### config.mk
export PLATFORM = sky130hd
export DESIGN_NAME = order_tx
export DESIGN_NICKNAME = d
export VERILOG_FILES = /design/src/rtl/order_tx.sv
export SDC_FILE = /design/constraint.sdc
export NUM_CORES = 1
export LEC_CHECK = 0
export BUFFER_PORTS_ARGS = -buffer_cell sky130_fd_sc_hd__buf_4
export CAP_MARGIN = 20
export CORE_MARGIN = 4
export CORE_UTILIZATION = 35
export DETAILED_ROUTE_END_ITERATION = 10
export PLACE_DENSITY_LB_ADDON = 0.15
export SYNTH_ARGS = -nofsm -noshare
export SYNTH_HDL_FRONTEND = slang
export SYNTH_SLANG_ARGS = --single-unit
### constraint.sdc
create_clock -name clk -period 5.7 [get_ports clk]
set_input_delay 1.425 -clock clk [delete_from_list [all_inputs] [get_ports clk]]
set_output_delay 1.425 -clock clk [all_outputs]
set_load 0.005 [all_outputs]
### src/rtl/order_tx.sv
// order_tx: FIFO-buffered 128-bit orders sent as two-beat 64-bit ready/valid packets; ORDER_TX_SEQNUM_EN stamps a sequence number into beat 0
module order_tx #(
  parameter int FIFO_DEPTH = 4,
  parameter int DROP_CNT_WIDTH = 16
) (
  input  logic                      clk,
  input  logic                      reset,
  input  logic                      ord_valid,
  input  logic                      ord_sym_vld,
  input  logic [127:0]              ord_data,
  output logic [63:0]               tx_data,
  output logic                      tx_valid,
  input  logic                      tx_ready,
  output logic                      tx_sop,
  output logic                      tx_eop,
  output logic                      fifo_full,
  output logic [DROP_CNT_WIDTH-1:0] drop_cnt
);
  localparam int AW = $clog2(FIFO_DEPTH);
  typedef enum logic [1:0] {IDLE, BEAT0, BEAT1} state_t;
  state_t state_q, state_d;
  logic [127:0] mem_q [FIFO_DEPTH];
  logic [AW-1:0] wr_ptr_q, wr_ptr_d, rd_ptr_q, rd_ptr_d;
  logic [AW:0] cnt_q, cnt_d;
  logic [DROP_CNT_WIDTH-1:0] drop_q, drop_d;
  logic push, pop, full;
  logic [127:0] head;
  logic [63:0] beat0;
  assign full = cnt_q == (AW+1)'(FIFO_DEPTH);
  assign head = mem_q[rd_ptr_q];
  always_comb begin
    push = ord_valid && ord_sym_vld && !full;
    pop = (state_q == BEAT1) && tx_ready;
    wr_ptr_d = push ? wr_ptr_q + 1'b1 : wr_ptr_q;
    rd_ptr_d = pop ? rd_ptr_q + 1'b1 : rd_ptr_q;
    cnt_d = cnt_q + (AW+1)'(push) - (AW+1)'(pop);
    drop_d = (ord_valid && ord_sym_vld && full && drop_q != '1) ? drop_q + 1'b1 : drop_q;
    state_d = state_q;
    case (state_q)
      IDLE:    if (cnt_q != '0) state_d = BEAT0;
      BEAT0:   if (tx_ready) state_d = BEAT1;
      BEAT1:   if (tx_ready) state_d = (cnt_d != '0) ? BEAT0 : IDLE;
      default: state_d = IDLE;
    endcase
  end
  always_ff @(posedge clk) begin
    if (reset) begin
      state_q  <= IDLE;
      wr_ptr_q <= '0;
      rd_ptr_q <= '0;
      cnt_q    <= '0;
      drop_q   <= '0;
    end else begin
      state_q  <= state_d;
      wr_ptr_q <= wr_ptr_d;
      rd_ptr_q <= rd_ptr_d;
      cnt_q    <= cnt_d;
      drop_q   <= drop_d;
    end
  end
  always_ff @(posedge clk) begin
    if (push) mem_q[wr_ptr_q] <= ord_data;
  end
`ifdef ORDER_TX_SEQNUM_EN
  logic [15:0] seq_q, seq_d;
  assign seq_d = pop ? seq_q + 16'd1 : seq_q;
  always_ff @(posedge clk) begin
    if (reset) seq_q <= '0;
    else seq_q <= seq_d;
  end
  assign beat0 = {seq_q, head[111:64]};
`else
  assign beat0 = head[127:64];
`endif
  assign tx_valid  = state_q != IDLE;
  assign tx_sop    = state_q == BEAT0;
  assign tx_eop    = state_q == BEAT1;
  assign tx_data   = (state_q == BEAT0) ? beat0 : (state_q == BEAT1) ? head[63:0] : '0;
  assign fifo_full = full;
  assign drop_cnt  = drop_q;
endmodule
* Word-level counts from Yosys, hierarchy flattened
Memories as Yosys holds them, arrays and structs flattened. A register that Yosys moved wholly into a read port is not among the register bits. Index checks and enable logic that the tools add are counted.
Word-level totals: bits in registers 25, memory bits (writable) 512, bits of input ports 133, output and inout port bits 84, memories 1
Memories:
- mem_q | depth 4, width 128, rd ports 1, clocked after Yosys merged registers in 1, wr ports 1, line 22 | logic [127:0] mem_q [FIFO_DEPTH];
Operators by class: add/sub/neg operators 5, equality and inequality tests 7, muxes and demuxes 11, reductions and logical operators 11
Operators with widths (number):
- two-way mux 64 bit | 2
- adder 16 x 1 -> 16 bit (second input constant) | 1
- != test 16 bit (second input constant) | 1
- two-way mux 2 bit | 5
- != test 2 bit (second input constant) | 3
- one-hot mux 2 bit (3 select lines) | 1
- nonzero test 3 bit | 2
- logical AND 1 bit | 5
- adder 2 x 1 -> 2 bit (second input constant) | 2
- adder 3 x 1 -> 3 bit | 1
- equality test 3 bit (second input constant) | 1
- two-way mux 1 bit | 3
- AND reduction 3 bit | 1
- subtractor 3 x 1 -> 3 bit | 1
- equality test 2 x 1 -> 1 bit (second input constant) | 1
- equality test 2 bit (second input constant) | 1
- logical NOT 2 bit | 1
- nonzero test 2 bit | 1
- logical NOT 1 bit | 1

* Longest topological paths before layout
Gate-level depths: netlist of run 1.
word-level depth 9, mapped depth 12, mapped depth without buffers 11

* Worst setup path before layout of run 1
No wires, ideal clock.
path type input port to flip-flop, start in ord_valid, end mem mem_q[1][0], enable pin, setup time 0.502 ns, arrival time 4.991 ns, slack 0.207 ns, stages on the path 4, path buffers 1, cell sequence and2_1 and2b_2 clkbuf_1 and2_1
Between the ends: longest elaborated chain between the ends 4
RTL lines:
- start: declaration | line 8 | input logic ord_valid,
- logical AND 1 bit (2 in a row) | line 32 | push = ord_valid && ord_sym_vld && !full;
- two-way mux 1 bit | line 62 | if (push) mem_q[wr_ptr_q] <= ord_data;
- two-way mux 1 bit (not written as such) | line 62
- end: declaration | line 22
No other way between the ends.

==> flow_summary.json, run 1 <==
{
  "syn_area_um2": 20400,
  "fillers": 5015,
  "power_density_nw_per_um2": 379,
  "leakage_nw": 8.18,
  "insertion_delay_ns": 0.60,
  "dieArea_um2": 62200,
  "cts_tree": "done",
  "synth_cells": 905,
  "clk_path_buf_depth": 3,
  "path_max_fanout": 36,
  "synth.distinct_cells": 41,
  "fin_nets": 1295,
  "antenna_found_initial": 4,
  "fin_cells": 1970,
  "setup_viol": 0,
  "postCtsResizedCells": 0,
  "ios": 217,
  "routed_wl_um": 44500,
  "post_drt_wl_per_cell_um": 22.6,
  "port_buffers": 216,
  "drt_iter0_markers": 627,
  "cts_made_buffers": 59,
  "fmax_mhz": 234,
  "clk_pin_slew_ns": 0.06,
  "start_util_pct": 35.4,
  "route.detailed.drc": 0,
  "post-dp-hpwl_um": 25700,
  "grt_pass1_vias": 10700,
  "yosys.cell_count.top_type": "edfxtp_1",
  "rsz0062_at_grt": "no",
  "ys_seq_elements": 539,
  "worst_setup_path_start_kind": "flip-flop",
  "die_y_um": 249,
  "synth_ff_type": "edfxtp_1",
  "cts.sinks": 539,
  "cts-root-buf": "clkbuf_16",
  "ant_nets": 0,
  "stdcell_area_um2": 25100,
  "worstSetupEndpointType": "output pin",
  "drive_above_1_share_pct": 39.3,
  "hold_buffers": 0,
  "place.gp.congestion": 0.705,
  "fin_util_pct": 43.4,
  "synth_nets": 1046,
  "fin_worst_skew_ns": 0.0136,
  "netlist.area_leader.share_pct": 75.3,
  "routed_via_density": 5.03,
  "dpl_cell_area_um2": 23100,
  "fin_crit_sh_pct": 75.1,
  "synth_area_leaders": "edfxtp_1 75%, mux4_2 14%, a22o_1 2.7%, dfxtp_1 2.6%, clkbuf_1 0.55%",
  "yosysSeqAreaShare_pct": 78.0,
  "hold_viol": 0,
  "tightestPinTransition_ns": 0.803,
  "power.total_w": 0.00951,
  "dieWidth_um": 249,
  "yosysWarnings": 0,
  "syn_to_final_growth_pct": 22.8,
  "min_path_type": "reg2reg",
  "worstPathArrival_ns": 2.85,
  "synth.top_cells.by_count": "512 x edfxtp_1, 128 x mux4_2, 64 x a22o_1",
  "slew_headroom_pct": 46.5,
  "vias": 9900,
  "grt_pass1_wl_um": 67600,
  "tns_ns": 0,
  "htreeDepth": 2,
  "fin_crit_ns": 4.28,
  "cp_data_required_time_ns": 4.28,
  "row_count": 88,
  "async_flop_share_pct": 0,
  "synth.avg_cell_area_um2": 22.6,
  "maxSlewViolCount": 0,
  "ir_worst_vdd_v": 0.000375,
  "dr.pass1.iters": 4,
  "grt_max_degree": 64,
  "core-area_um2": 57700,
  "drv_cap": 0,
  "critical_path_class": "reg2out",
  "synth-edff-count": 512,
  "grt_util_all_layers_pct": 14.1,
  "cts_setup_buffers": 0,
  "yosys.area.top_type": "edfxtp_1",
  "outcome": "complete, no violations",
  "placedCellCount": 1858,
  "gr-total-overflow": 0
}
-- critical path: stages, from the launching register on --
cell and delay [ns]:
dfxtp_4 0.88, buf_12 0.36, mux4_2 0.55, a22o_1 0.26, buf_4 0.14
-- where the power goes --
part | switching [W] | internal, W
logic | 0.000528 | 0.000533
registers | 0.0000597 | 0.00453
clock network | 0.00153 | 0.00233
-- routing by layer --
layer	wire length [um]	track usage [%]	share of wire [%]	vias up
met4	756	3.46	1.7	6
met1	19000	18.5	43	5249
met5	31	0	0.070	-
met2	22000	23.4	50	198
li1	-	-	-	4388
met3	2690	4.15	6.0	59
-- stage by stage --
| step | hold slack, ns | setup slack (ns) |
|---|---|---|
| after floorplan | 0.477 | 0.207 |
| after global placement | 0.485 | 1.94 |
| after detailed placement | 0.494 | 1.93 |
| after CTS | 0.505 | 1.27 |
| after global routing | 0.541 | 1.18 |
| final | 0.496 | 1.42 |
-- path summary, 6_finish.rpt --
check                            start                        end  slack (ns)  cells after the start
min reg2reg  drop_cnt[15]$_SDFFE_PP0P_  drop_cnt[15]$_SDFFE_PP0P_        0.50                      2
max reg2reg    state_q[1]$_SDFFE_PP0P_    state_q[0]$_SDFFE_PP0P_        2.97                     10
min          drop_cnt[15]$_SDFFE_PP0P_  drop_cnt[15]$_SDFFE_PP0P_        0.50                      2
max                          flip-flop                tx_data[45]        1.42                      4
-- state kept, by name, indices dropped and copies added, names as in the netlist, named ones only --
name,count
state_q,2
wr_ptr_q,2
cnt_q,3
mem_q,512
drop_cnt,16
rd_ptr_q,2
-- cells by family (layout without fill, tap and decap cells) --
group	Yosys count	after routing	share of synthesized area, %
XOR/XNOR	5	5	0.215
other	0	1	0
adder cells (fa/ha/maj)	8	8	0.527
multiplexers	129	129	14.2
flip-flops	539	539	78.0
AO/OA/AOI/OAI	99	99	3.81
AND/OR/NAND/NOR	65	65	2.08
buffers and inverters	60	359	1.22
-- layout make-up --
| type | instances | area, um^2 | share of cell area (%) |
|---|---|---|---|
| sequential | 539 | 15900 | 63.5 |
| multi-input combinational | 306 | 4270 | 17.0 |
| timing repair buffer | 238 | 1870 | 7.48 |
| clock buffer | 66 | 1520 | 6.08 |
| tap | 765 | 957 | 3.82 |
| clock inverter | 45 | 470 | 1.88 |
| inverter | 10 | 37.5 | 0.150 |
| antenna | 1 | 2.50 | 0.00999 |
-- placed cells by master, fill, tap and decap left out, drive strengths merged, types with 4 or more instances in the layout --
cell type	instances
inv	11
bufinv	9
clkbuf	66
buf	238
clkinvlp	6
a22o	64
and4	5
xnor2	4
ha	7
and2	9
nand3	5
o31ai	11
o21ai	4
nand2	6
edfxtp	512
nor2b	4
nor2	9
dfxtp	27
or3	4
a21oi	16
or4	9
mux4	128
clkinv	29
nand4	5
No activity file was read; power rests on OpenSTA's default activity.
==> run 2: changes to the inputs <==
==> constraint.sdc (replaced) <==
create_clock -name clk -period 3.65 [get_ports clk]
set_input_delay 0.9125 -clock clk [delete_from_list [all_inputs] [get_ports clk]]
set_output_delay 0.9125 -clock clk [all_outputs]
set_load 0.005 [all_outputs]
==> run 2 against run 1 <==
Sequential share of layout area rose by 0.25 points. Register-to-register slack worse by 1.9 ns. Combinational power grew 59%. Sequential cell count is the same. Sequential power grew 56%. Largest cell class unchanged. Highest routed layer unchanged.
==> flow_summary.json, run 2 (synthesized netlist as in run 1, its figures left out) <==
{
  "route.detailed.drc": 0,
  "place.gp.congestion": 0.688,
  "dieWidth_um": 249,
  "port_buffers": 216,
  "start_util_pct": 35.4,
  "fin_nets": 1313,
  "maxSlewViolCount": 0,
  "row_count": 88,
  "grt_pass1_wl_um": 68100,
  "cts_tree": "done",
  "grt_pass1_vias": 10500,
  "power.total_w": 0.0140,
  "core-area_um2": 57700,
  "ios": 217,
  "htreeDepth": 2,
  "gr-total-overflow": 0,
  "routed_via_density": 5.03,
  "multi_input_area_um2": 4270,
  "min_path_type": "reg2reg",
  "fin_crit_sh_pct": 95.0,
  "dieArea_um2": 62200,
  "tns_ns": 0,
  "die_y_um": 249,
  "cts-root-buf": "clkbuf_16",
  "path_max_fanout": 35,
  "clk_pin_slew_ns": 0.06,
  "fin_crit_ns": 3.47,
  "rrSetupSlack_ns": 1.04,
  "hold_viol": 0,
  "critical_path_class": "reg2out",
  "cpMaxStageDelayCell": "dfxtp_4",
  "hold_buffers": 0,
  "r2r.worst_path.cells": 11,
  "ant_nets": 0,
  "r2r-start": "cnt_q[2]$_SDFF_PP0_",
  "slew_headroom_pct": 53.8,
  "antenna_found_initial": 4,
  "grt_util_all_layers_pct": 14.3,
  "worstSetupEndpointType": "output pin",
  "clk_path_buf_depth": 3,
  "max_stage_delay_ns": 0.61,
  "worst_setup_path_start_kind": "flip-flop",
  "power_density_nw_per_um2": 563,
  "post_drt_wl_per_cell_um": 22.7,
  "grt_max_degree": 66,
  "drive_above_1_share_pct": 38.9,
  "drv_cap": 0,
  "mostFrequentLayoutCells": "512 x edfxtp_1, 240 x buf_4, 128 x mux4_2",
  "postCtsResizedCells": 0,
  "fmax_mhz": 288,
  "final-seq-area_um2": 15900,
  "routed_wl_um": 44800,
  "n_antenna_cell": 0,
  "rsz0062_at_grt": "no",
  "final_common_cell": "edfxtp_1",
  "worstReg2RegEnd": "state_q[0]$_SDFFE_PP0P_",
  "insertion_delay_ns": 0.60,
  "regMostFlops": "mem_q",
  "critPathTopFamily": "flip-flops",
  "hold_end": "drop_cnt[15]$_SDFFE_PP0P_",
  "hold_depth": 2,
  "path_buf_inv": 2,
  "fillers": 5061,
  "worstPathArrival_ns": 2.55,
  "drt_iter0_markers": 559,
  "ir_worst_vdd_v": 0.000337,
  "largest_register_ffs": 512,
  "cts_made_buffers": 59,
  "tightestPinTransition_ns": 0.692,
  "dr.pass1.iters": 4,
  "post-dp-hpwl_um": 27100,
  "cts.sinks": 539,
  "leakage_nw": 8.14,
  "setup_viol": 0,
  "min_from": "drop_cnt[15]$_SDFFE_PP0P_",
  "fin_worst_skew_ns": 0.0143,
  "cts_setup_buffers": 0,
  "vias": 9949,
  "path_cells": "buf_12 -> mux4_2 -> a22o_1 -> buf_4",
  "outcome": "complete, no violations",
  "syn_to_final_growth_pct": 22.3,
  "cp_data_required_time_ns": 2.74
}
[run 2: changes by cell type in the layout (fill, tap and decap cells not counted), sizes merged]
| cell | before | now |
|---|---|---|
| clkinv | 29 | 23 |
| buf | 238 | 256 |
| clkbuf | 66 | 74 |
| diode | 1 | 0 |
| bufinv | 9 | 0 |
| clkinvlp | 6 | 2 |
[run 2: layer usage]
metal / GRT usage (%) / share of wire, %
met5: 0 / 0.12
met1: 19.2 / 43
met4: 3.94 / 2.0
met2: 23.1 / 48
met3: 3.90 / 6.2
[run 2: through the flow]
step	setup WS [ns]	std cells	cell area, um^2	util (%)	hold slack, ns
global route	0.0261	1976	25000	43.3	0.478
detailed placement	0.419	1876	23300	40.4	0.507
floorplan	0.0904	905	20400	-	0.477
CTS	0.0190	1976	25000	43.3	0.459
global placement	0.419	1876	23300	40.4	0.488
finish	0.184	1976	25000	43.3	0.505
[run 2: where the power goes]
| part | internal [W] | switching [W] |
|---|---|---|
| Sequential | 0.00707 | 0.0000820 |
| Combinational | 0.000853 | 0.000841 |
| Clock | 0.00293 | 0.00227 |
[run 2: layout make-up]
cell class | instances | area share (%)
well taps | 765 | 3.83
inverters | 10 | 0.150
multi-input cells | 306 | 17.1
repair buffers | 256 | 8.47
flip-flops and latches | 539 | 63.8
clock buffers | 74 | 6.14
clock inverters | 26 | 0.501
[run 2: worst register-to-register path, stage by stage, from the launching register on]
cell and delay [ns]:
dfxtp_1 0.38, nor3b_4 0.38, and2b_2 0.33, inv_1 0.07, ha_1 0.11, inv_1 0.04, ha_1 0.18, fa_1 0.40
xnor2_1 0.15, xnor2_1 0.14, nor4b_1 0.24, nor4_1 0.07
[run 2: worst max path at each step]
stage	endpoint	cells past startpoint	slack, ns
2_1_floorplan	mem_q[0][0]$_DFFE_PP_	4	0.09
3_3_place_gp	state_q[0]$_SDFFE_PP0P_	12	0.42
3_5_place_dp	state_q[0]$_SDFFE_PP0P_	12	0.42
4_1_cts	tx_data[11]	4	0.02
5_1_grt	tx_data[45]	4	0.03
6_report	tx_data[45]	4	0.18
==> run 3: changes to the inputs <==
--- a/config.mk
+++ b/config.mk
@@ -9,6 +9,7 @@
 export CAP_MARGIN = 20
 export CORE_MARGIN = 4
 export CORE_UTILIZATION = 35
+export CTS_BUF_LIST = sky130_fd_sc_hd__clkbuf_2 sky130_fd_sc_hd__clkbuf_4 sky130_fd_sc_hd__clkbuf_8
 export DETAILED_ROUTE_END_ITERATION = 10
 export PLACE_DENSITY_LB_ADDON = 0.15
 export SYNTH_ARGS = -nofsm -noshare
==> run 3 against run 2 <==
Register-to-register slack hardly changed. Non-clock buffer count is 3 higher. Sequential share of layout area is 0.40 points lower. Cell area is 0.64% higher. Clock skew is 0.0033 ns higher. Largest power group unchanged. Core utilization is 0.28 points higher.
==> flow_summary.json, run 3 (synthesized netlist as in run 1, its figures left out) <==
{
  "outcome": "complete, no violations",
  "cp_data_required_time_ns": 2.74,
  "worstSetupEndpointType": "output pin",
  "drive_above_1_share_pct": 42.8,
  "grt_pass1_wl_um": 68700,
  "ant_nets": 0,
  "min_from": "ord_data[96]",
  "switching_share_pct": 23.1,
  "post_drt_wl_per_cell_um": 22.1,
  "grt_pass1_vias": 10900,
  "routed-wl-met3_um": 2720,
  "path_max_fanout": 35,
  "die_y_um": 249,
  "syn_to_final_growth_pct": 23.1,
  "min_path_type": "in2reg",
  "largest_register_ffs": 512,
  "wl_met2_um": 22000,
  "hold_end": "mem_q[1][96]$_DFFE_PP_",
  "cts-root-buf": "clkbuf_8",
  "critical_path_class": "reg2out",
  "cp_common_cell": "buf_12",
  "maxUsedRoutingLayer": "met5",
  "grt_util_all_layers_pct": 14.5,
  "clk_path_buf_depth": 3,
  "combPwrFrac_pct": 12.2,
  "place.gp.congestion": 0.688,
  "cts_made_buffers": 93,
  "cts.sinks": 539,
  "max_stage_delay_ns": 0.56,
  "routed_via_density": 4.94,
  "rrSetupSlack_ns": 1.04,
  "route.detailed.drc": 0,
  "clk_pin_slew_ns": 0.06,
  "vias": 10100,
  "regMostFlops": "mem_q",
  "power_frac_clock_pct": 37.0,
  "htreeDepth": 3,
  "m1WireLength_um": 19500,
  "slew_headroom_pct": 54.1,
  "intPower_w": 0.0108,
  "r2r.worst_path.cells": 11,
  "power_density_nw_per_um2": 559,
  "dieArea_um2": 62200,
  "pwr-share-seq_pct": 50.8,
  "final_common_cell": "edfxtp_1",
  "path_buf_inv": 3,
  "switching_power_w": 0.00324,
  "hold_buffers": 0,
  "dr.pass1.iters": 4,
  "critPathTopFamily": "buffers and inverters",
  "ios": 217,
  "drv_cap": 0,
  "port_buffers": 216,
  "fillers": 5098,
  "setup_viol": 0,
  "maxSlewViolCount": 0,
  "post-dp-hpwl_um": 27100,
  "leakage_nw": 8.30,
  "rsz0062_at_grt": "no",
  "cpMaxStageDelayCell": "mux4_2",
  "r2r-start": "cnt_q[2]$_SDFF_PP0_",
  "tightestPinTransition_ns": 0.688,
  "path_cells": "buf_12 -> buf_12 -> mux4_2 -> a22o_1 -> buf_4",
  "start_util_pct": 35.4,
  "grt_max_degree": 66,
  "fin_crit_ns": 3.36,
  "worst_setup_path_start_kind": "flip-flop",
  "tns_ns": 0,
  "mostFrequentLayoutCells": "512 x edfxtp_1, 241 x buf_4, 128 x mux4_2",
  "placedCellCount": 1876,
  "core-area_um2": 57700,
  "ir_worst_vdd_v": 0.000325,
  "gr-total-overflow": 0,
  "hold_depth": 1,
  "antenna_found_initial": 4,
  "cts_tree": "done",
  "insertion_delay_ns": 0.65,
  "drt_iter0_markers": 487,
  "fin_cells": 2042,
  "fin_worst_skew_ns": 0.0176,
  "worstReg2RegEnd": "state_q[0]$_SDFFE_PP0P_",
  "fin_crit_sh_pct": 92.0,
  "fmax_mhz": 298,
  "row_count": 88,
  "worstPathArrival_ns": 2.45,
  "fin_nets": 1350,
  "dieWidth_um": 249,
  "n_antenna_cell": 0,
  "routed_wl_um": 45200,
  "hold_viol": 0
}
-- run 3: worst register-to-register path: stages, from the launching register on --
cell and delay (ns):
dfxtp_1 0.38, nor3b_4 0.38, and2b_2 0.33, inv_1 0.07
ha_1 0.11, inv_1 0.04, ha_1 0.18, fa_1 0.40
xnor2_1 0.15, xnor2_1 0.14, nor4b_1 0.24, nor4_1 0.07
-- run 3: worst max path at each step --
stage / slack, ns / to / from / cells after the start
3_3_place_gp: 0.42 / state_q[0]$_SDFFE_PP0P_ / ord_valid / 12
4_1_cts: 0.16 / tx_data[22] / flip-flop / 5
6_report: 0.29 / tx_data[45] / flip-flop / 5
2_1_floorplan: 0.09 / mem_q[0][0]$_DFFE_PP_ / ord_valid / 4
3_5_place_dp: 0.42 / state_q[0]$_SDFFE_PP0P_ / ord_valid / 12
5_1_grt: 0.11 / tx_data[45] / flip-flop / 5
-- run 3: per-stage QoR --
stage | utilization, % | total power, W | setup slack (ns) | area (um^2) | hold slack [ns]
after floorplan | - | 0.00812 | 0.0904 | 20400 | 0.477
after global routing | 43.5 | 0.0147 | 0.114 | 25100 | 0.373
final | 43.5 | 0.0141 | 0.291 | 25100 | 0.455
after CTS | 43.5 | 0.0143 | 0.162 | 25100 | 0.357
after global placement | 40.4 | 0.00901 | 0.419 | 23300 | 0.488
after detailed placement | 40.4 | 0.00903 | 0.419 | 23300 | 0.507
-- run 3: area by class of cell --
| type | count | area (um^2) | area share (%) |
|---|---|---|---|
| flip-flops and latches | 539 | 15900 | 63.4 |
| multi-input cells | 306 | 4270 | 17.0 |
| repair buffers | 259 | 2160 | 8.60 |
| clock buffers | 126 | 1550 | 6.16 |
| well taps | 765 | 957 | 3.81 |
| clock inverters | 37 | 223 | 0.887 |
| inverters | 10 | 37.5 | 0.149 |
-- run 3: timing repair --
item,4_1_cts,5_1_grt
endpoints found under the hold margin,0,0
gates resized for setup,1,0
endpoints found under the setup margin,17,0
setup buffers,3,0
-- run 3: power groups by stage --
stage / clock [W] / combinational (W) / sequential [W]
after floorplan: 0 / 0.000859 / 0.00727
after global placement: 0 / 0.00174 / 0.00728
after detailed placement: 0 / 0.00174 / 0.00728
after CTS: 0.00541 / 0.00177 / 0.00715
after global routing: 0.00571 / 0.00186 / 0.00716
final: 0.00520 / 0.00171 / 0.00715
-- run 3: layer usage --
layer  global-route usage (%)  vias up
li1                         -     4495
met1                     19.0     5268
met2                     23.2      241
met3                     4.74       84
met4                     4.46        8
met5                        0        -
